`config.mk`:
```
export PLATFORM = sky130hd
export DESIGN_NAME = alu_exec_sequencer
export DESIGN_NICKNAME = d
export VERILOG_FILES = /design/src/rtl/alu_exec_sequencer.sv
export SDC_FILE = /design/constraint.sdc
export NUM_CORES = 1
export LEC_CHECK = 0
export CORE_MARGIN = 2
export CORE_UTILIZATION = 52
export CTS_CLUSTER_DIAMETER = 100
export DETAILED_ROUTE_END_ITERATION = 7
export PLACE_DENSITY = 0.8
export SYNTH_ARGS = -nofsm -noshare
export SYNTH_HDL_FRONTEND = slang
export SYNTH_SLANG_ARGS = --single-unit
```
`constraint.sdc`:
```
create_clock -name clk -period 3.6 [get_ports clk]
set_input_delay 0.72 -clock clk [delete_from_list [all_inputs] [get_ports clk]]
set_output_delay 0.72 -clock clk [all_outputs]
set_load 0.05 [all_outputs]
```
`src/rtl/alu_exec_sequencer.sv`:
```
// rtl/alu_exec_sequencer.sv - execute-stage sequencer: external ALU dispatch plus iterative unsigned MULT/DIV
// Optional feature macro: ALU_SEQ_DIV0_FLAG_EN (div0 output, single-cycle divide-by-zero)
module alu_exec_sequencer #(
  parameter int WIDTH = 32,
  parameter int CNT_W = 6
) (
  input  logic             clk,
  input  logic             rst_n,
  input  logic             in_valid,
  output logic             in_ready,
  input  logic [1:0]       alu_op,
  input  logic [5:0]       funct,
  input  logic [WIDTH-1:0] op_a,
  input  logic [WIDTH-1:0] op_b,
  output logic [3:0]       alu_control,
  output logic [WIDTH-1:0] alu_a,
  output logic [WIDTH-1:0] alu_b,
  input  logic [WIDTH-1:0] alu_result,
  output logic             out_valid,
  input  logic             out_ready,
  output logic [WIDTH-1:0] result_lo,
  output logic [WIDTH-1:0] result_hi,
`ifdef ALU_SEQ_DIV0_FLAG_EN
  output logic             div0,
`endif
  output logic             illegal
);

  typedef enum logic [1:0] {IDLE, EXEC, MULDIV, DONE} state_t;
  typedef enum logic [1:0] {K_ALU, K_MUL, K_DIV, K_ILL} kind_t;

  localparam logic [3:0] C_ADD  = 4'b0010;
  localparam logic [3:0] C_SUB  = 4'b0110;
  localparam logic [3:0] C_MOV  = 4'b0011;
  localparam logic [3:0] C_MOVI = 4'b0111;
  localparam logic [3:0] C_NONE = 4'b0000;

  state_t           state, state_next;
  kind_t            dec_kind;
  logic [3:0]       dec_code, code_q;
  logic             is_div_q;
  logic [CNT_W-1:0] cnt;
  logic             last_iter;
  logic             skip_div;
  logic [WIDTH:0]   mul_sum, div_shift, div_diff;

  always_comb begin
    dec_kind = K_ILL;
    dec_code = C_NONE;
    case (alu_op)
      2'b00: begin dec_kind = K_ALU; dec_code = C_MOVI; end
      2'b01: begin dec_kind = K_ALU; dec_code = C_SUB;  end
      2'b10: begin
        case (funct)
          6'b100000: begin dec_kind = K_ALU; dec_code = C_ADD; end
          6'b100100: begin dec_kind = K_ALU; dec_code = C_SUB; end
          6'b100011: begin dec_kind = K_ALU; dec_code = C_MOV; end
          6'b100001: dec_kind = K_MUL;
          6'b100010: dec_kind = K_DIV;
          default:   dec_kind = K_ILL;
        endcase
      end
      default: dec_kind = K_ILL;
    endcase
  end

  // A zero divisor takes the one-cycle EXEC slot instead of the iterative path.
`ifdef ALU_SEQ_DIV0_FLAG_EN
  assign skip_div = (dec_kind == K_DIV) && (op_b == '0);
`else
  assign skip_div = 1'b0;
`endif

  assign last_iter = (cnt == CNT_W'(WIDTH - 1));

  // Multiply: {result_hi, result_lo} is the product register, multiplier shifts out of result_lo.
  assign mul_sum   = {1'b0, result_hi} + (result_lo[0] ? {1'b0, alu_a} : '0);
  // Divide: result_hi is the partial remainder, result_lo shifts dividend out and quotient in.
  assign div_shift = {result_hi, result_lo[WIDTH-1]};
  assign div_diff  = div_shift - {1'b0, alu_b};

  always_ff @(posedge clk) begin
    if (!rst_n) state <= IDLE;
    else        state <= state_next;
  end

  always_comb begin
    state_next  = state;
    in_ready    = 1'b0;
    out_valid   = 1'b0;
    alu_control = C_NONE;
    case (state)
      IDLE: begin
        in_ready = 1'b1;
        if (in_valid) begin
          if (dec_kind == K_ILL)                   state_next = DONE;
          else if (dec_kind == K_ALU || skip_div)  state_next = EXEC;
          else                                     state_next = MULDIV;
        end
      end
      EXEC: begin
        alu_control = code_q;
        state_next  = DONE;
      end
      MULDIV: if (last_iter) state_next = DONE;
      DONE: begin
        out_valid = 1'b1;
        if (out_ready) state_next = IDLE;
      end
      default: state_next = IDLE;
    endcase
  end

  always_ff @(posedge clk) begin
    if (!rst_n) begin
      alu_a     <= '0;
      alu_b     <= '0;
      code_q    <= C_NONE;
      is_div_q  <= 1'b0;
      cnt       <= '0;
      result_lo <= '0;
      result_hi <= '0;
      illegal   <= 1'b0;
`ifdef ALU_SEQ_DIV0_FLAG_EN
      div0      <= 1'b0;
`endif
    end else begin
      case (state)
        IDLE: if (in_valid) begin
          alu_a     <= op_a;
          alu_b     <= op_b;
          code_q    <= dec_code;
          is_div_q  <= (dec_kind == K_DIV);
          cnt       <= '0;
          result_hi <= '0;
          illegal   <= (dec_kind == K_ILL);
`ifdef ALU_SEQ_DIV0_FLAG_EN
          div0      <= skip_div;
`endif
          if (dec_kind == K_MUL)      result_lo <= op_b;
          else if (dec_kind == K_DIV) result_lo <= op_a;
          else                        result_lo <= '0;
        end
        EXEC: begin
`ifdef ALU_SEQ_DIV0_FLAG_EN
          if (div0) begin
            result_lo <= '0;
            result_hi <= alu_a;
          end else begin
            result_lo <= alu_result;
            result_hi <= '0;
          end
`else
          result_lo <= alu_result;
          result_hi <= '0;
`endif
        end
        MULDIV: begin
          cnt <= last_iter ? '0 : cnt + CNT_W'(1);
          if (is_div_q) begin
            result_hi <= div_diff[WIDTH] ? div_shift[WIDTH-1:0] : div_diff[WIDTH-1:0];
            result_lo <= {result_lo[WIDTH-2:0], ~div_diff[WIDTH]};
          end else begin
            {result_hi, result_lo} <= {mul_sum, result_lo[WIDTH-1:1]};
          end
        end
        default: ;
      endcase
    end
  end

endmodule

```
-- Yosys cells after proc, flatten, opt, wreduce, memory -nomap -nowiden
Index checks and enable logic that the tools add are counted.
- register bits after elaboration: 142
- output and inout port bits: 135
- logic and storage cells: 67
- $add $sub $neg: 3
- equal/unequal tests: 17
- muxes and demuxes: 26
- bitwise logic cells: 1
- reduce and logical (&&, ||, !) cells: 11
- operators by type and width (kind ; number):
    $mux W32 ; 8
    $pmux W32 S3 ; 2
    $add A32 B32 Y33 ; 1
    $sub A33 B32 Y33 ; 1
    $eq A6 B6 Y1 const B ; 5
    $pmux W3 S3 ; 2
    $mux W6 ; 2
    $pmux W6 S2 ; 1
    $eq A2 B2 Y1 const B ; 5
    $mux W2 ; 5
    $pmux W2 S4 ; 1
    $add A6 B1 Y6 const B ; 1
    $eq A2 B1 Y1 const B ; 3
    $eq A6 B5 Y1 const B ; 1
    $logic_not A2 Y1 ; 3
    $ne A2 B2 Y1 const B ; 3
    $pmux W2 S3 ; 1
    $reduce_and A2 Y1 ; 3
    $mux W4 ; 1
    $pmux W2 S2 ; 1
    $reduce_and A3 Y1 ; 1
    $reduce_bool A3 Y1 ; 1
    $reduce_or A3 Y1 ; 1
    $mux W1 ; 2
    3 further kinds ; 3

-- Logic depth before layout (Yosys ltp)
Gate-level depths: netlist of the first run.
- word-level depth: 9
- depth in mapped cells: 15
- gate-level depth less buffers: 13

-- Worst setup path after synthesis of the first run
OpenSTA, ideal clock, no wires.
- path type: reg-to-reg
- start point: reg alu_b[0]
- end point: reg result_lo[0]
- setup time: 0.133 ns
- arrival time: 3.410 ns
- data required time: 3.467 ns
- path slack: 0.057 ns
- stages on the path, launching flop included: 15
- clock period less this slack: 3.543 ns
- path through: dfxtp_1 > ha_1 > inv_1 > fa_1 > a211o_1 > a211oi_2 > or3b_1 > nand3_1 > a2111oi_0 > and4b_1 > buf_6 > buf_6 > mux2_2 > a21oi_1 > nor3_1
- longest elaborated chain between the ends: 4
- RTL lines (element ; line ; RTL):
    start, declared ; 17 ; output logic [WIDTH-1:0] alu_b,
    start signal, assigned ; 131 ; alu_b <= op_b;
    $sub A33 B32 Y33 ; 80 ; assign div_diff = div_shift - {1'b0, alu_b};
    $not A1 Y1 ; 162 ; result_lo <= {result_lo[WIDTH-2:0], ~div_diff[WIDTH]};
    $mux W32 ; 160 ; if (is_div_q) begin
    $pmux W32 S3 ; 128 ; case (state)
    end signal, assigned ; 140 ; if (dec_kind == K_MUL) result_lo <= op_b;
    end signal, assigned ; 162 ;
    end signal, assigned ; 164 ; {result_hi, result_lo} <= {mul_sum, result_lo[WIDTH-1:1]};
    end, declared ; 21 ; output logic [WIDTH-1:0] result_lo,
No other way between the ends.
A chain may end at the register's enable or synchronous reset.

-- Final worst setup path of the first run
- start point: reg result_lo[31]
- end point: reg result_hi[14]
- longest elaborated chain between the ends: 4
- RTL lines (element ; line ; RTL):
    start signal, assigned ; 140 ;
    start signal, assigned ; 141 ; else if (dec_kind == K_DIV) result_lo <= op_a;
    start signal, assigned ; 154 ; result_lo <= alu_result;
    $sub A33 B32 Y33 ; 80 ;
    $mux W32 ; 161 ; result_hi <= div_diff[WIDTH] ? div_shift[WIDTH-1:0] : div_diff[WIDTH-1:0];
    $mux W32 ; 160 ;
    $pmux W32 S3 ; 128 ;
    end signal, assigned ; 161 ;
    end signal, assigned ; 164 ;
    end, declared ; 22 ; output logic [WIDTH-1:0] result_hi,
No other way between the ends.

==> impl_metrics.yaml, run 1 <==
worst_setup_path:
  critical_path_class: "flip-flop to flip-flop"
  cp-end-kind: "flip-flop"
  start_kind: "flip-flop"
  cp.required_ps: 3920
  critPathMaxFanout: 12
  crit_arrival_ps: 3760
synth:
  synth-xor-area-share_pct: 4.66
  syn_area_sq_mm: 0.0107
  syn-num-nets: 1603
  synthAdderAreaFrac_pct: 9.13
  syn_avg_cell_area_sq_um: 7.56
  netlist_instances: 1418
  synth_top_family_by_area: "compound AO/OA/AOI/OAI gates"
  async_flop_share_pct: 0
  synth-compound-area-share_pct: 29.7
  postSynthRegisterBits: 141
  yosys.cell_types.count: 68
  yosys-mux-area-fraction_pct: 5.74
  synth-main-ff-cell: "dfxtp_1"
  synth_simple_gate_area_share_pct: 19.0
  yosys_warnings: 0
  ys_seq_area_share_pct: 26.3
  synth_edf_count: 0
final_layout:
  fin_nets: 1822
  fin_area_sq_mm: 0.0142
  final_layout_size_suffix_gt1_share_pct: 8.07
  final_common_cell: "clkdlybuf4s50_1"
  final_cells: 1919
  final_cell_mix: "clkdlybuf4s50_1, nand2_1, dfxtp_1"
  diodes: 0
  synthToLayoutAreaGrowth_pct: 32.4
routing:
  num_vias: 11700
  wl_per_cell_um: 20.0
  wl_um: 38500
  drt_iter0_drc: 1050
  dr.pass1.iters: 6
  vias_per_cell: 6.09
  ant_nets: 0
  drc: 0
sta:
  maxSlewViolCount: 0
  tightest_slew_ps: 972
  fmax_mhz: 290
  period_needed_ps: 3450
  relSlewSlack_pct: 35.1
  worst_slack_ps: 153
  finalCritPeriodShare_pct: 95.7
  skew_ps: 11.6
  hold-worst-slack_ps: 474
  setup_viol: 0
  rsz0062_at_grt: "false"
  hold_violations: 0
clock_tree:
  cts.root.buffer_cell: "clkbuf_16"
  clock_sinks: 141
  clock_latency_ps: 430
  ctsLongestPathBuffers: 2
  h-tree-depth: 4
  cts_tree: "done"
  cts_buffers: 17
  cts.clk_slew.worst_paths_ps: 60
  hold_buffers: 0
  post-cts-setup-buffer-count: 0
placed_design:
  dpl.hpwl_um: 29200
  numPortBuffers: 241
  dpl.cell_count: 1887
  placed_area_sq_mm: 0.0135
  post-place-ws_ps: -28.4
  gp_congestion: 0.960
grt:
  overflow: 0
  grt_pass1_vias: 10800
  grt_pass1_wl_um: 59300
  grt_max_degree: 58
  track_usage_pct: 34.2
  grt_antenna_before_repair: 0
die:
  io_pins: 243
  row_count: 52
  die_y_um: 148
  die_w_um: 148
  design.core.area_sq_mm: 0.0202
  dieArea_sq_mm: 0.0218
  initial_core_util_pct: 53.0
power:
  leakage_nw: 5.68
  vdd_ir_drop_max_v: 0.000617
  p_per_area_mw_per_mm2: 683
  total_power_mw: 9.69
job:
  cap_violations: 0
outcome:
  status: "finished, final reports clean"
hold_path:
  hold_path.class: "flip-flop to flip-flop"
-- per-stage QoR --
| stage | util [%] | setup TNS, ps |
|---|---|---|
| 2_1_floorplan | - | 0 |
| 5_1_grt | 70.1 | 0 |
| 3_3_place_gp | 66.8 | 0 |
| 3_5_place_dp | 66.8 | -46.3 |
| 6_report | 70.1 | 0 |
| 4_1_cts | 69.9 | 0 |
-- metal layers --
metal / vias to the layer above / track usage (%) / wire length [um]
li1: 5547 / - / -
met1: 5514 / 47.2 / 16600
met2: 550 / 55.5 / 17700
met3: 71 / 5.22 / 3170
met4: 0 / 10.0 / 980
met5: - / 0 / 0
-- final timing paths --
kind	start	endpoint	slack, ps	depth (start not counted)
worst max-delay path	result_lo[31]	result_hi[14]	150	13
worst min-delay path	alu_a[3]	alu_a[3]	470	2
worst max register to register	result_lo[31]	result_hi[14]	150	13
worst min register to register	alu_a[3]	alu_a[3]	470	2
-- synth_stat cells (10+ instances only) --
| cell | number | area (sq um) |
|---|---|---|
| nand2_1 | 218 | 818 |
| dfxtp_1 | 141 | 2820 |
| nor2_1 | 118 | 443 |
| a21oi_1 | 114 | 571 |
| clkbuf_1 | 78 | 293 |
| a211oi_1 | 75 | 563 |
| ha_1 | 75 | 938 |
| o21ai_0 | 66 | 330 |
| inv_1 | 55 | 206 |
| a22oi_1 | 49 | 368 |
| a21boi_0 | 46 | 345 |
| and2_1 | 41 | 257 |
| mux2_2 | 36 | 405 |
| xor2_1 | 29 | 254 |
| a21o_1 | 28 | 210 |
| xnor2_1 | 28 | 245 |
| nand3_1 | 22 | 110 |
| mux2i_1 | 21 | 210 |
| nor2b_1 | 18 | 113 |
| a31oi_1 | 11 | 68.8 |
| nor3_1 | 10 | 50.1 |
| o211ai_1 | 10 | 75.1 |
-- sequential cells by signal, indices dropped and copies added, names as in the netlist --
register,flops
result_hi,32
is_div_q,1
state,2
result_lo,32
code_q,3
alu_a,32
cnt,6
illegal,1
alu_b,32
-- worst max-delay path: stages, from the launching register on --
cell	delay, ps
dfxtp_1	310
inv_1	80
ha_1	170
inv_1	60
fa_1	430
a211o_1	340
a211oi_2	270
or3b_1	190
nand3_2	150
a2111oi_4	430
and4b_4	330
nand2_1	200
o22ai_1	120
a211o_1	270
-- power breakdown --
group          switching, mW  internal [mW]  leakage, nW
clock network          0.724           1.18        0.304
logic                   3.54           1.98         4.22
registers              0.365           1.90         1.15
-- area by class of cell --
cell class / instances / area, sq um
fillers: 1733 / 6050
flip-flops and latches: 141 / 2820
well taps: 270 / 338
inverters: 56 / 210
repair buffers: 289 / 2820
multi-input cells: 1132 / 7370
clock inverters: 12 / 185
clock buffers: 19 / 443
-- logic make-up after synthesis --
family                   count (synthesis)
AO/OA/AOI/OAI                          475
multiplexers                            57
buffers and inverters                  146
other                                    1
flip-flops                             141
adder cells (fa/ha/maj)                 77
AND/OR/NAND/NOR                        464
XOR/XNOR                                57
-- timing repair --
| item | in CTS | in global routing |
|---|---|---|
| resized for setup | 1 | 5 |
| setup endpoints to repair | 2 | 14 |
| cloned | 0 | 1 |
Power figures use the tool's default switching activity.
==> run 2, diff against run 1 <==
- CELL_PAD_IN_SITES_DETAIL_PLACEMENT: not set -> 0
- CELL_PAD_IN_SITES_GLOBAL_PLACEMENT: not set -> 1
- CORE_UTILIZATION: 52 -> 37
- PLACE_DENSITY: 0.8 -> 0.79
==> impl_metrics.yaml, run 2 (same netlist as run 1, synthesis figures left out) <==
worst_setup_path:
  cp-end-kind: "flip-flop"
  crit_path_end: "result_hi[14]"
  r2r_slack_ps: 140
  cp-startpoint: "alu_b[25]"
  crit_arrival_ps: 3770
  ff2ff_path_depth: 11
  cp.required_ps: 3920
  r2r_start: "alu_b[25]"
  critPathMaxFanout: 13
  critical_path_class: "flip-flop to flip-flop"
  start_kind: "flip-flop"
  crit-reg2reg-capture: "result_hi[14]"
power:
  p_per_area_mw_per_mm2: 666
  p_int_mw: 4.87
  p_sw_mw: 4.67
  combPwrFrac_pct: 58.0
  clockPowerShare_pct: 18.3
  p_sw_share_pct: 49.0
  leakage_nw: 5.69
  vdd_ir_drop_max_v: 0.000439
  seqPwrFrac_pct: 23.7
die:
  row_count: 62
  dieArea_sq_mm: 0.0303
  design.core.area_sq_mm: 0.0286
  initial_core_util_pct: 37.4
  io_pins: 243
  die_w_um: 174
  die_y_um: 174
sta:
  skew_ps: 12.0
  finalCritPeriodShare_pct: 96.0
  fmax_mhz: 289
  maxSlewViolCount: 0
  relSlewSlack_pct: 49.5
  setup_viol: 0
  tightest_slew_ps: 750
  period_needed_ps: 3460
  hold_violations: 0
placed_design:
  dpl.cell_count: 2011
  gp_congestion: 0.919
  numPortBuffers: 241
  placed_area_sq_mm: 0.0137
  dpl.hpwl_um: 30800
final_layout:
  final_cells: 2046
  fin_nets: 1834
  ff_latch_area_sq_mm: 0.00282
  synthToLayoutAreaGrowth_pct: 33.7
  final_layout_size_suffix_gt1_share_pct: 8.90
  fill_cells: 2811
  final_cell_mix: "clkdlybuf4s50_1, nand2_1, dfxtp_1"
  final_common_cell: "clkdlybuf4s50_1"
  diodes: 0
  fin_area_sq_mm: 0.0143
  multi_input_comb_area_sq_mm: 0.00737
routing:
  dr.pass1.iters: 5
  vias_per_cell: 5.52
  drc: 0
  wl_um: 40100
  num_vias: 11300
  drt_iter0_drc: 850
  ant_nets: 0
  wl_per_cell_um: 19.6
grt:
  overflow: 0
  grt_pass1_wl_um: 61000
  track_usage_pct: 25.5
  grt_max_degree: 67
  grt_antenna_before_repair: 0
  grt_pass1_vias: 10600
outcome:
  status: "finished, final reports clean"
clock_tree:
  clock_sinks: 141
  h-tree-depth: 4
  cts_buffers: 17
  cts_tree: "done"
  cts.root.buffer_cell: "clkbuf_16"
  ctsLongestPathBuffers: 2
  hold_buffers: 0
  cts.clk_slew.worst_paths_ps: 60
  clock_latency_ps: 430
job:
  cap_violations: 0
hold_path:
  hold_start: "illegal"
  hold_path.class: "flip-flop to flip-flop"
-- run 2: repair_timing --
item	in CTS	in global routing
setup buffers	0	2
gates resized for setup	1	6
endpoints found under the setup margin	2	26
cloned	0	1
pin swaps	0	1
-- run 2: area by class of cell --
class | instances | share of cell area [%]
Timing Repair Buffer | 301 | 20.0
Inverter | 56 | 1.47
Clock buffer | 18 | 3.06
Clock inverter | 14 | 0.926
Multi-Input combinational cell | 1132 | 51.5
Tap cell | 384 | 3.35
Sequential cell | 141 | 19.7
-- run 2: metrics by stage --
step	setup WS [ps]	hold WS (ps)	utilization, %	total power [mW]	setup TNS, ps
final	145	475	50.1	9.54	0
after global routing	-4.43	486	50.1	10.1	-5.39
after CTS	119	476	49.9	9.49	0
after detailed placement	45.3	463	47.9	7.71	0
after global placement	118	454	47.9	7.70	0
after floorplan	57.2	448	-	5.93	0
-- run 2: worst min path at each step --
stage                      to  depth (start not counted)
finish                illegal                          2
detailed placement    illegal                          2
CTS                   illegal                          2
floorplan           code_q[0]                          2
global placement      illegal                          2
global route         alu_a[7]                          2
-- run 2: power by group through the flow --
stage          clock network, mW  registers [mW]  logic (mW)
2_1_floorplan                  0            3.20        2.72
3_3_place_gp                   0            2.29        5.41
3_5_place_dp                   0            2.29        5.42
4_1_cts                     1.78            2.26        5.45
5_1_grt                     1.85            2.31        5.94
6_report                    1.75            2.26        5.53
-- run 2: layer usage --
| metal | part of all wire, % | track usage [%] | up-vias |
|---|---|---|---|
| met5 | 0 | 0 | - |
| met4 | 2.0 | 7.04 | 0 |
| met3 | 6.2 | 4.37 | 54 |
| met2 | 44 | 39.2 | 390 |
| met1 | 48 | 36.6 | 5296 |
| li1 | - | - | 5564 |
-- run 2: critical path, cell delays in order, from the launching register on --
cell and delay, ps:
dfxtp_1 380, inv_1 80, ha_1 420, a211oi_1 110, o21bai_1 170, a211oi_1 90, o21ai_0 620, mux2i_1 410
and4b_4 400, buf_4 280, o22ai_1 100, a211o_1 280
==> variant, RTL diff (flow settings as in run 2) <==
Add a define of `ALU_SEQ_DIV0_FLAG_EN`.
--- a/src/rtl/alu_exec_sequencer.sv
+++ b/src/rtl/alu_exec_sequencer.sv
@@ -1,5 +1,7 @@
 // rtl/alu_exec_sequencer.sv - execute-stage sequencer: external ALU dispatch plus iterative unsigned MULT/DIV
 // Optional feature macro: ALU_SEQ_DIV0_FLAG_EN (div0 output, single-cycle divide-by-zero)
+`define ALU_SEQ_DIV0_FLAG_EN
+
 module alu_exec_sequencer #(
   parameter int WIDTH = 32,
   parameter int CNT_W = 6
Formal check against the unedited RTL (old outputs only; new: div0): not equivalent (Yosys sat finds a counterexample within 4 cycles, from zero or initial values and one cycle with rst_n low).
==> variant against run 2 <==
  * Area after synthesis is 0.35% lower
  * Sequential cell count up 1
  * Global-route usage is 2.2 points higher
  * Cell area shrank 0.33%
  * Core utilization is essentially flat
  * Clock skew rose by 2.2 ps
  * Sequential share of layout area grew 0.21 points
  * Fmax grew 2.2%
  * Routed wire length is 6.9% higher
  * Sequential power is 2% lower
  * Total power decreased by 5.3%
  * Worst setup slack improved by 73 ps
  * Die area shrank 0.34%
  * Final cell count shrank 1.2%
==> variant: results (changes against run 2) <==
* Vias per std cell at 5.762 (was 5.525)
* Setup crit end: result_hi[11] (was result_hi[14])
* Placed insts at 1990 (was 2011)
* FF-to-FF path depth at 14 (was 11)
* Status: complete, no violations (unchanged)
* Total GRT Usage at 27.66% (was 25.49%)
* Synth top cells by count: nand2_1, a21oi_1, dfxtp_1 (was nand2_1, dfxtp_1, nor2_1)
* Synth top area cells: dfxtp_1, ha_1, a21oi_1, nand2_1, a221oi_1 (was dfxtp_1, ha_1, nand2_1, a21oi_1, a211oi_1)
* Fmax at 0.2957 GHz (was 0.2894 GHz)
* Critical Path Start: result_lo[31] (was alu_b[25])
* IO Port Bufs at 242 (was 241)
* Root Driver: clkbuf_16 (unchanged)
* Top FF cell, synth: dfxtp_1 (unchanged)
* Inserted Clock Buffers at 17 (unchanged)
* Vias in the first global route at 11340 (was 10640)
* Syn_area_per_cell at 7.611 um^2 (was 7.557 um^2)
* Gpl congestion at 0.9206 (was 0.9187)
* Hold worst-path end: alu_b[5] (was illegal)
* Hpwl dp at 33190 um (was 30770 um)
* Tightest Pin Transition at 771.3 ps (was 750.0 ps)
* Initial antenna violation count at 0 (unchanged)
* Reg clk slew, reported paths at 60 ps (about the same)
* Fillcell total at 2921 (was 2811)
* Min-delay worst type: flip-flop to flip-flop (unchanged)
* Hold_sp: alu_b[5] (was illegal)
* Crit path max-delay cell type: fa_1 (was o21ai_0)
* Clock H-tree levels at 4 (unchanged)
* WHS at 474.0 ps (was 475.4 ps)
* Worst skew pair latency at 430 ps (about the same)
* Pre-CTS setup slack at 235.8 ps (was 45.29 ps)
* Worst path arrival time at 3680 ps (was 3770 ps)
* Worst-path maximum fanout at 36 (was 13)
* GR Layer Usage met1 at 39.34% (was 36.60%)
* Drt pass-1 iters at 5 (unchanged)
* First-pass GRT wire length at 65880 um (was 60980 um)
* Worst R2R Start: result_lo[31] (was alu_b[25])
* Slowest cell delay on critical path at 450 ps (was 620 ps)
* Post-synthesis cell type count at 73 (was 68)
* Int Power at 4.636 mW (was 4.866 mW)
* Clock skew at 14.22 ps (was 12.02 ps)
* Layout cell share with drive strength beyond 1 at 8.980% (was 8.905%)
* Register area share after synthesis at 26.62% (was 26.34%)
* Largest net degree at the start of global routing at 79 (was 67)
* Via count at 11650 (was 11300)
* Fin nets at 1805 (was 1834)
* Pleak at 5.543 nW (was 5.689 nW)
* Reg2reg setup slack at 220 ps (was 140 ps)
* Syn nets at 1583 (was 1603)
* First DRT Iteration DRCs at 799 (was 850)
* Met2 usage at 42.36% (was 39.19%)
* GR Layer Usage met3 at 5.680% (was 4.374%)
* CTS Buffer Depth at 2 (unchanged)
* DR WL/cell at 21.20 um (was 19.60 um)
* Peak VDD IR at 0.4103 mV (was 0.4392 mV)
-- variant: what timing repair did --
item,in CTS,in global routing
hold endpoints to repair,0,0
setup buffers,0,0
setup endpoints to repair,0,1
resized for setup,0,1
-- variant: routing by layer --
metal,up-vias,routed length (um)
met3,54,3313
met4,0,883
met5,-,0
met2,477,18660
met1,5551,20000
li1,5564,-
-- variant: cell families after synthesis --
group / Yosys count / share of synthesized area [%]
adders and majority gates: 72 / 8.577
xor gates and xnor gates: 60 / 5.097
other: 1 / 0.03512
muxes: 61 / 6.152
buffers and inverters: 155 / 5.730
DFF: 142 / 26.62
and+or+nand+nor: 459 / 19.81
AOI/OAI and AO/OA: 453 / 27.97
-- variant: layout make-up --
type / instances / area, um^2 / share of cell area (%)
clock inverters: 12 / 113.9 / 0.7972
multi-input cells: 1106 / 7252 / 50.78
inverters: 59 / 224.0 / 1.568
flip-flops and latches: 142 / 2844 / 19.91
repair buffers: 299 / 2925 / 20.48
clock buffers: 19 / 442.9 / 3.101
well taps: 384 / 480.5 / 3.364
-- variant: worst min-delay path, delay by kind of cell, from the launching register on --
kind	cells	cell delay [ps]
flip-flops	1	320
AND/OR/NAND/NOR	1	60
AO/OA/AOI/OAI	1	50
-- variant: power by group through the flow --
stage	logic, mW	registers, mW	clock network [mW]
5_1_grt	5.48	2.25	1.80
6_report	5.11	2.21	1.71
4_1_cts	5.08	2.20	1.74
3_3_place_gp	5.05	2.23	0
2_1_floorplan	2.50	3.03	0
3_5_place_dp	5.05	2.24	0
-- variant: metrics by stage --
step,area [um^2],power [mW]
floorplan,10680,5.532
global placement,13720,7.286
detailed placement,13720,7.288
CTS,14280,9.017
global route,14280,9.530
finish,14280,9.030
